### src/rtl/mod12_count_monitor_if.sv
// Beat and result bundle between a mod-12 stream tap and its monitor.
// Ports: beat fields (valid, load, mode, data_in, count, err_clear) and
//   monitor results (locked, expected, pulses, err_count); the master
//   drives beats, the slave is the monitor.
interface mod12_count_monitor_if #(
   parameter int ERR_W = 8
);
   logic             valid;
   logic             load;
   logic             mode;
   logic [3:0]       data_in;
   logic [3:0]       count;
   logic             err_clear;
   logic             locked;
   logic [3:0]       expected;
   logic             mismatch;
   logic             range_err;
   logic             wrap_up;
   logic             wrap_down;
   logic [ERR_W-1:0] err_count;

   modport master (
      output valid, load, mode, data_in, count, err_clear,
      input  locked, expected, mismatch, range_err,
      input  wrap_up, wrap_down, err_count
   );

   modport slave (
      input  valid, load, mode, data_in, count, err_clear,
      output locked, expected, mismatch, range_err,
      output wrap_up, wrap_down, err_count
   );
endinterface

### src/rtl/mod12_count_monitor.sv
// Receive-side checker for a mod-12 up/down/loadable count stream.
// Ports: clock, reset (sync, active-high), bus (slave modport): beats in,
//   registered lock/prediction/pulse/error-tally results out.
module mod12_count_monitor #(
   parameter int LOSS_THRESH = 3,
   parameter int ERR_W       = 8
) (
   input  logic                 clock,
   input  logic                 reset,
   mod12_count_monitor_if.slave bus
);

   typedef enum logic {
      UNSYNC = 1'b0,
      LOCKED = 1'b1
   } state_t;

   localparam logic [ERR_W-1:0] ERR_MAX = '1;
   localparam logic [ERR_W-1:0] ERR_ONE = ERR_W'(1);
   localparam logic [4:0]       THRESH  = 5'(LOSS_THRESH);

   state_t           state_q, state_d;
   logic [3:0]       ref_q, ref_d;
   logic [3:0]       miss_q, miss_d;
   logic [3:0]       exp_q, exp_d;
   logic             mis_q, mis_d;
   logic             rng_q, rng_d;
   logic             wup_q, wup_d;
   logic             wdn_q, wdn_d;
   logic [ERR_W-1:0] err_q, err_d;

   logic [3:0]       pred;
   logic             hit;
   logic             out_of_range;
   logic [4:0]       miss_inc;

   // Prediction from the last accepted value; an out-of-range ref
   // steps to 0 going up and to 11 going down.
   always_comb begin
      if (bus.load) begin
         pred = bus.data_in;
      end else if (!bus.mode) begin
         pred = (ref_q >= 4'd11) ? 4'd0 : ref_q + 4'd1;
      end else begin
         pred = (ref_q == 4'd0 || ref_q > 4'd11) ? 4'd11 : ref_q - 4'd1;
      end
   end

   assign hit          = (bus.count == pred);
   assign out_of_range = (bus.count > 4'd11)
                       || (bus.load && bus.data_in > 4'd11);
   assign miss_inc     = {1'b0, miss_q} + 5'd1;

   always_comb begin
      state_d = state_q;
      ref_d   = ref_q;
      miss_d  = miss_q;
      exp_d   = exp_q;
      mis_d   = 1'b0;
      rng_d   = 1'b0;
      wup_d   = 1'b0;
      wdn_d   = 1'b0;
      err_d   = err_q;

      if (bus.valid) begin
         rng_d = out_of_range;

         unique case (state_q)
            UNSYNC: begin
               exp_d = bus.count;
               if (bus.count <= 4'd11) begin
                  ref_d   = bus.count;
                  miss_d  = 4'd0;
                  state_d = LOCKED;
               end
            end

            LOCKED: begin
               exp_d = pred;
               // Always resync to the observed value so a single
               // fault is counted once, not on every later beat.
               ref_d = bus.count;
               if (hit) begin
                  miss_d = 4'd0;
                  wup_d  = !bus.load && !bus.mode
                         && ref_q == 4'd11 && bus.count == 4'd0;
                  wdn_d  = !bus.load && bus.mode
                         && ref_q == 4'd0 && bus.count == 4'd11;
               end else begin
                  mis_d = 1'b1;
                  if (miss_inc >= THRESH) begin
                     miss_d  = 4'd0;
                     state_d = UNSYNC;
                  end else begin
                     miss_d = miss_inc[3:0];
                  end
               end
            end

            default: state_d = UNSYNC;
         endcase

         // A clear coinciding with a mismatch keeps that mismatch.
         if (bus.err_clear) begin
            err_d = mis_d ? ERR_ONE : '0;
         end else if (mis_d && err_q != ERR_MAX) begin
            err_d = err_q + ERR_ONE;
         end
      end
   end

   always_ff @(posedge clock) begin
      if (reset) begin
         state_q <= UNSYNC;
         ref_q   <= 4'd0;
         miss_q  <= 4'd0;
         exp_q   <= 4'd0;
         mis_q   <= 1'b0;
         rng_q   <= 1'b0;
         wup_q   <= 1'b0;
         wdn_q   <= 1'b0;
         err_q   <= '0;
      end else begin
         state_q <= state_d;
         ref_q   <= ref_d;
         miss_q  <= miss_d;
         exp_q   <= exp_d;
         mis_q   <= mis_d;
         rng_q   <= rng_d;
         wup_q   <= wup_d;
         wdn_q   <= wdn_d;
         err_q   <= err_d;
      end
   end

   assign bus.locked    = (state_q == LOCKED);
   assign bus.expected  = exp_q;
   assign bus.mismatch  = mis_q;
   assign bus.range_err = rng_q;
   assign bus.wrap_up   = wup_q;
   assign bus.wrap_down = wdn_q;
   assign bus.err_count = err_q;

endmodule

### src/flat_wrapper.sv
// flat-port wrapper written by rule: the top's interface ports become plain ports
module mod12_count_monitor_flat 
#(
   parameter int LOSS_THRESH = 3,
   parameter int ERR_W       = 8
)
  (clock, reset, bus_valid, bus_load, bus_mode, bus_data_in, bus_count, bus_err_clear, bus_locked, bus_expected, bus_mismatch, bus_range_err, bus_wrap_up, bus_wrap_down, bus_err_count);
  mod12_count_monitor_if #(.ERR_W(ERR_W)) bus_i ();
  input  logic clock;
  input  logic reset;
  input wire logic [$bits(bus_i.valid)-1:0] bus_valid;
  input wire logic [$bits(bus_i.load)-1:0] bus_load;
  input wire logic [$bits(bus_i.mode)-1:0] bus_mode;
  input wire logic [$bits(bus_i.data_in)-1:0] bus_data_in;
  input wire logic [$bits(bus_i.count)-1:0] bus_count;
  input wire logic [$bits(bus_i.err_clear)-1:0] bus_err_clear;
  output wire logic [$bits(bus_i.locked)-1:0] bus_locked;
  output wire logic [$bits(bus_i.expected)-1:0] bus_expected;
  output wire logic [$bits(bus_i.mismatch)-1:0] bus_mismatch;
  output wire logic [$bits(bus_i.range_err)-1:0] bus_range_err;
  output wire logic [$bits(bus_i.wrap_up)-1:0] bus_wrap_up;
  output wire logic [$bits(bus_i.wrap_down)-1:0] bus_wrap_down;
  output wire logic [$bits(bus_i.err_count)-1:0] bus_err_count;
  assign bus_i.valid = bus_valid;
  assign bus_i.load = bus_load;
  assign bus_i.mode = bus_mode;
  assign bus_i.data_in = bus_data_in;
  assign bus_i.count = bus_count;
  assign bus_i.err_clear = bus_err_clear;
  assign bus_locked = bus_i.locked;
  assign bus_expected = bus_i.expected;
  assign bus_mismatch = bus_i.mismatch;
  assign bus_range_err = bus_i.range_err;
  assign bus_wrap_up = bus_i.wrap_up;
  assign bus_wrap_down = bus_i.wrap_down;
  assign bus_err_count = bus_i.err_count;
  mod12_count_monitor #(.LOSS_THRESH(LOSS_THRESH), .ERR_W(ERR_W)) u_core (.clock(clock), .reset(reset), .bus(bus_i));
endmodule
### config.mk
export PLATFORM = sky130hd
export DESIGN_NAME = mod12_count_monitor_flat
export DESIGN_NICKNAME = d
export VERILOG_FILES = /design/src/rtl/mod12_count_monitor_if.sv /design/src/rtl/mod12_count_monitor.sv /design/src/flat_wrapper.sv
export SDC_FILE = /design/constraint.sdc
export NUM_CORES = 1
export LEC_CHECK = 0
export CAP_MARGIN = 20
export CORE_MARGIN = 4
export CORE_UTILIZATION = 40
export DETAILED_ROUTE_END_ITERATION = 16
export GPL_TIMING_DRIVEN = 0
export PLACE_DENSITY = 0.72
export SLEW_MARGIN = 20
export SYNTH_ARGS = -nofsm -noshare
export SYNTH_HDL_FRONTEND = slang
export SYNTH_SLANG_ARGS = --single-unit
### constraint.sdc
create_clock -name clock -period 2.5 [get_ports clock]
set_input_delay 0.75 -clock clock [delete_from_list [all_inputs] [get_ports clock]]
set_output_delay 0.75 -clock clock [all_outputs]
set_load 0.01 [all_outputs]
==> results of run 1 <==
## registers in the layout (all words and copies together) (netlist names)
signal                count
u_core.bus.wrap_up        1
u_core.miss_q             4
u_core.bus.locked         1
u_core.bus.range_err      1
u_core.ref_q              4
u_core.bus.wrap_down      1
u_core.bus.mismatch       1
u_core.bus.expected       4
u_core.bus.err_count      8
## path summary, 6_finish.rpt
path                                             start                      to  slack [ns]  cells after the start
worst max-delay path                   u_core.ref_q[0]        u_core.miss_q[1]        0.08                      9
worst min-delay path            u_core.bus.expected[0]  u_core.bus.expected[0]        0.47                      2
worst max register to register         u_core.ref_q[0]        u_core.miss_q[1]        0.08                      9
worst min register to register  u_core.bus.expected[0]  u_core.bus.expected[0]        0.47                      2
## synth_stat cells, types with 2 or more instances
cell,count
and2_1,2
nor2b_1,4
nor3_1,4
and3_1,3
o221a_2,2
nand4_1,8
ha_1,5
a311o_1,3
o31ai_1,2
o21ai_0,6
nand2b_1,5
dfxtp_1,25
buf_2,2
a21oi_1,18
or3_1,5
nor2_1,10
nand3_1,8
nor4_1,4
a31o_2,3
clkbuf_1,5
mux2i_1,7
nand2_1,22
nor3b_1,2
nand3b_1,2
inv_1,7
## cell families (layout without fill, tap and decap cells)
| family | Yosys count | count (layout) | share of synthesized area (%) |
|---|---|---|---|
| adders and majority gates | 5 | 5 | 4.17 |
| and+or+nand+nor | 89 | 89 | 33.0 |
| buffers and inverters | 15 | 54 | 3.92 |
| muxes | 7 | 7 | 4.67 |
| AOI/OAI and AO/OA | 44 | 44 | 20.3 |
| DFF | 25 | 25 | 33.4 |
| xor gates and xnor gates | 1 | 1 | 0.584 |
## worst max-delay path, stage by stage, from the launching register on
cell and delay (ns):
dfxtp_4 0.37, inv_2 0.05, ha_2 0.18, or3b_4 0.39, and4_4 0.17, or4_4 0.43, nand4_4 0.15, o21ai_2 0.11
or3_1 0.36, a21oi_1 0.14
## power groups by stage
| stage | sequential [mW] | clock (mW) | combinational, mW |
|---|---|---|---|
| detailed placement | 0.436 | 0 | 0.192 |
| global placement | 0.436 | 0 | 0.190 |
| global route | 0.429 | 0.263 | 0.244 |
| finish | 0.427 | 0.244 | 0.223 |
| CTS | 0.427 | 0.248 | 0.204 |
| floorplan | 0.437 | 0 | 0.116 |
## per-layer routing
| metal | vias up | GRT usage (%) |
|---|---|---|
| met3 | 8 | 5.07 |
| met4 | 0 | 3.69 |
| met5 | - | 0 |
| met2 | 64 | 24.9 |
| li1 | 771 | - |
| met1 | 692 | 23.0 |
## area by class of cell
cell class | count | area share, %
inverters | 8 | 1.68
flip-flops and latches | 25 | 25.2
multi-input cells | 146 | 49.8
clock buffers | 4 | 2.24
plain buffers | 7 | 1.55
well taps | 46 | 2.86
repair buffers | 35 | 16.6
## metrics by stage
stage	hold slack, ns	setup WS [ns]	TNS (ns)	total power [mW]	std cells
CTS	0.473	0.00693	0	0.879	264
detailed placement	0.459	-0.529	-6.03	0.628	260
global route	0.509	-0.00436	-0.00798	0.935	271
finish	0.472	0.0776	0	0.894	271
floorplan	0.453	0.0434	0	0.554	186
global placement	0.458	-0.515	-5.75	0.626	260
## timing repair
action                                  in CTS  in global routing
pin swaps                                    1                  1
endpoints found under the setup margin      13                 12
gates resized for setup                     13                 16
gates cloned                                 0                  0
buffers inserted                             0                  7
==> out/metrics.csv, run 1 <==
stage,metric,value,unit
outcome,status,completed,
min_path,Hold Path Class,reg2reg,
synthesis,"area leader, netlist",dfxtp_1,
layout,"commonest non-fill, non-tap cell in the layout",clkdlybuf4s50_1,
layout,Layout Utilization,58.1,%
clock_network,# H-tree levels,1,
place,Placement Cell Area,1840,µm²
synthesis,sequential fraction of the synthesis area,33.4,%
power,leakage,0.739,nW
clock_network,Clock Path Buffers,2,
floorplanning,row cnt,21,
clock_network,CTS Buf Count,3,
worst_setup_path,Crit Path Class,reg2reg,
drt,vias per std cell,5.66,
timing,Final period util,96.9,%
power,switching power,0.265,mW
worst_setup_path,WP data required,2.70,ns
worst_setup_path,Setup crit end kind,register,
timing,achievable clock frequency,413,MHz
worst_setup_path,CP startpoint kind,register,
synthesis,top post-synthesis cells by area,"dfxtp_1 33%, a21oi_1 6.0%, nand2_1 5.5%, mux2i_1 4.7%, ha_1 4.2%",
drt,Initial DRC Count,114,
synthesis,main flop type after synthesis,dfxtp_1,
power,Clock power frac,27.3,%
drt,DRT Pass-1 Iters,4,
layout,fillers,322,
drt,top sig layer,met4,
layout,share of post-route cells with drive strength above 1,19.1,%
worst_setup_path,worst-path maximum fanout,6,
layout,post-route design area,2010,µm²
synthesis,Post-Syn Area,1500,µm²
synthesis,"Avg Cell Area, Syn",8.06,µm²
worst_setup_path,Worst EP arrival,2.63,ns
timing,Worst Skew,0.00507,ns
synthesis,Netlist cell types,47,
timing,Worst Tran Pin Value,0.640,ns
power,Pwr Density,444,nW/µm²
drt,met2 WL,1670,µm
clock_network,CTS Hold Bufs,0,
floorplanning,die width,69.2,µm
place,dpl hpwl,2760,µm
clock_network,number of clock sinks,25,
timing,RSZ-0062 raised after global routing,yes,
power,Flop pwr share,47.7,%
power,worst vdd ir,375,µV
synthesis,number of synthesized flops with an enable pin,0,
grt,global-route wire length before repair,6740,µm
grt,largest net degree at the start of global routing,14,
grt,grt ovf,0,
drt,DRC,0,
power,Internal,0.629,mW
clock_network,worst skew pair latency,0.27,ns
layout,"Net count, final",245,
floorplanning,Initial Utilization,43.2,%
synthesis,YS warnings,0,
clock_network,clock root buffer,clkbuf_8,
place,Placer Congestion,0.877,
layout,ant diodes,0,
power,Switching Fraction,29.6,%
place,IO buf count,28,
synthesis,Syn Nets,205,
grt,vias in the first global route,1376,
drt,routed length per instance,14.3,µm
drt,Routed Antenna Nets,0,
synthesis,async set or reset register ratio after synthesis,0,%
job,max cap viols,0,
power,Comb pwr share,25.0,%
drt,DR vias,1535,
synthesis,area share of the leading cell type in the synthesized netlist,33.4,%
floorplanning,Ports,31,
drt,DR WL met3,321,µm
drt,wl on met1,1840,µm
timing,Final min period,2.42,ns
drt,drt total wl,3880,µm
floorplanning,Die Area,4790,µm²
timing,max_slew headroom,56.9,%
grt,initial antenna violation count,0,
synthesis,Post-Syn Instances,186,
layout,area of the multi-input gates,1000,µm²
layout,most frequent cells in the layout,"26 x clkdlybuf4s50_1, 23 x dfxtp_1, 22 x nand2_1, 15 x a21oi_1, 9 x nor2_1",
clock_network,"Clk pin slew, worst setup/hold paths",0.08,ns
layout,synthesis-to-finish area growth,34.4,%
layout,register area,508,µm²
timing,Final Hold Viols,0,
synthesis,Synth Register Bits,25,
floorplanning,Core ar.,3470,µm²
floorplanning,DIE HEIGHT,69.2,µm
grt,GRT Overall Usage,16.5,%
clock_network,TritonCTS clock tree,yes,
timing,Final Slew Violations,0,
timing,final setup fails,0,
Power figures use the tool's default switching activity.
==> run 2: changes to the inputs <==
--- a/config.mk
+++ b/config.mk
@@ -11,7 +11,6 @@
 export DETAILED_ROUTE_END_ITERATION = 16
 export GPL_TIMING_DRIVEN = 0
 export PLACE_DENSITY = 0.72
-export SLEW_MARGIN = 20
 export SYNTH_ARGS = -nofsm -noshare
 export SYNTH_HDL_FRONTEND = slang
 export SYNTH_SLANG_ARGS = --single-unit
==> results of run 2 <==
Same layout as run 1: the final DEF is identical, and so are final timing and power.
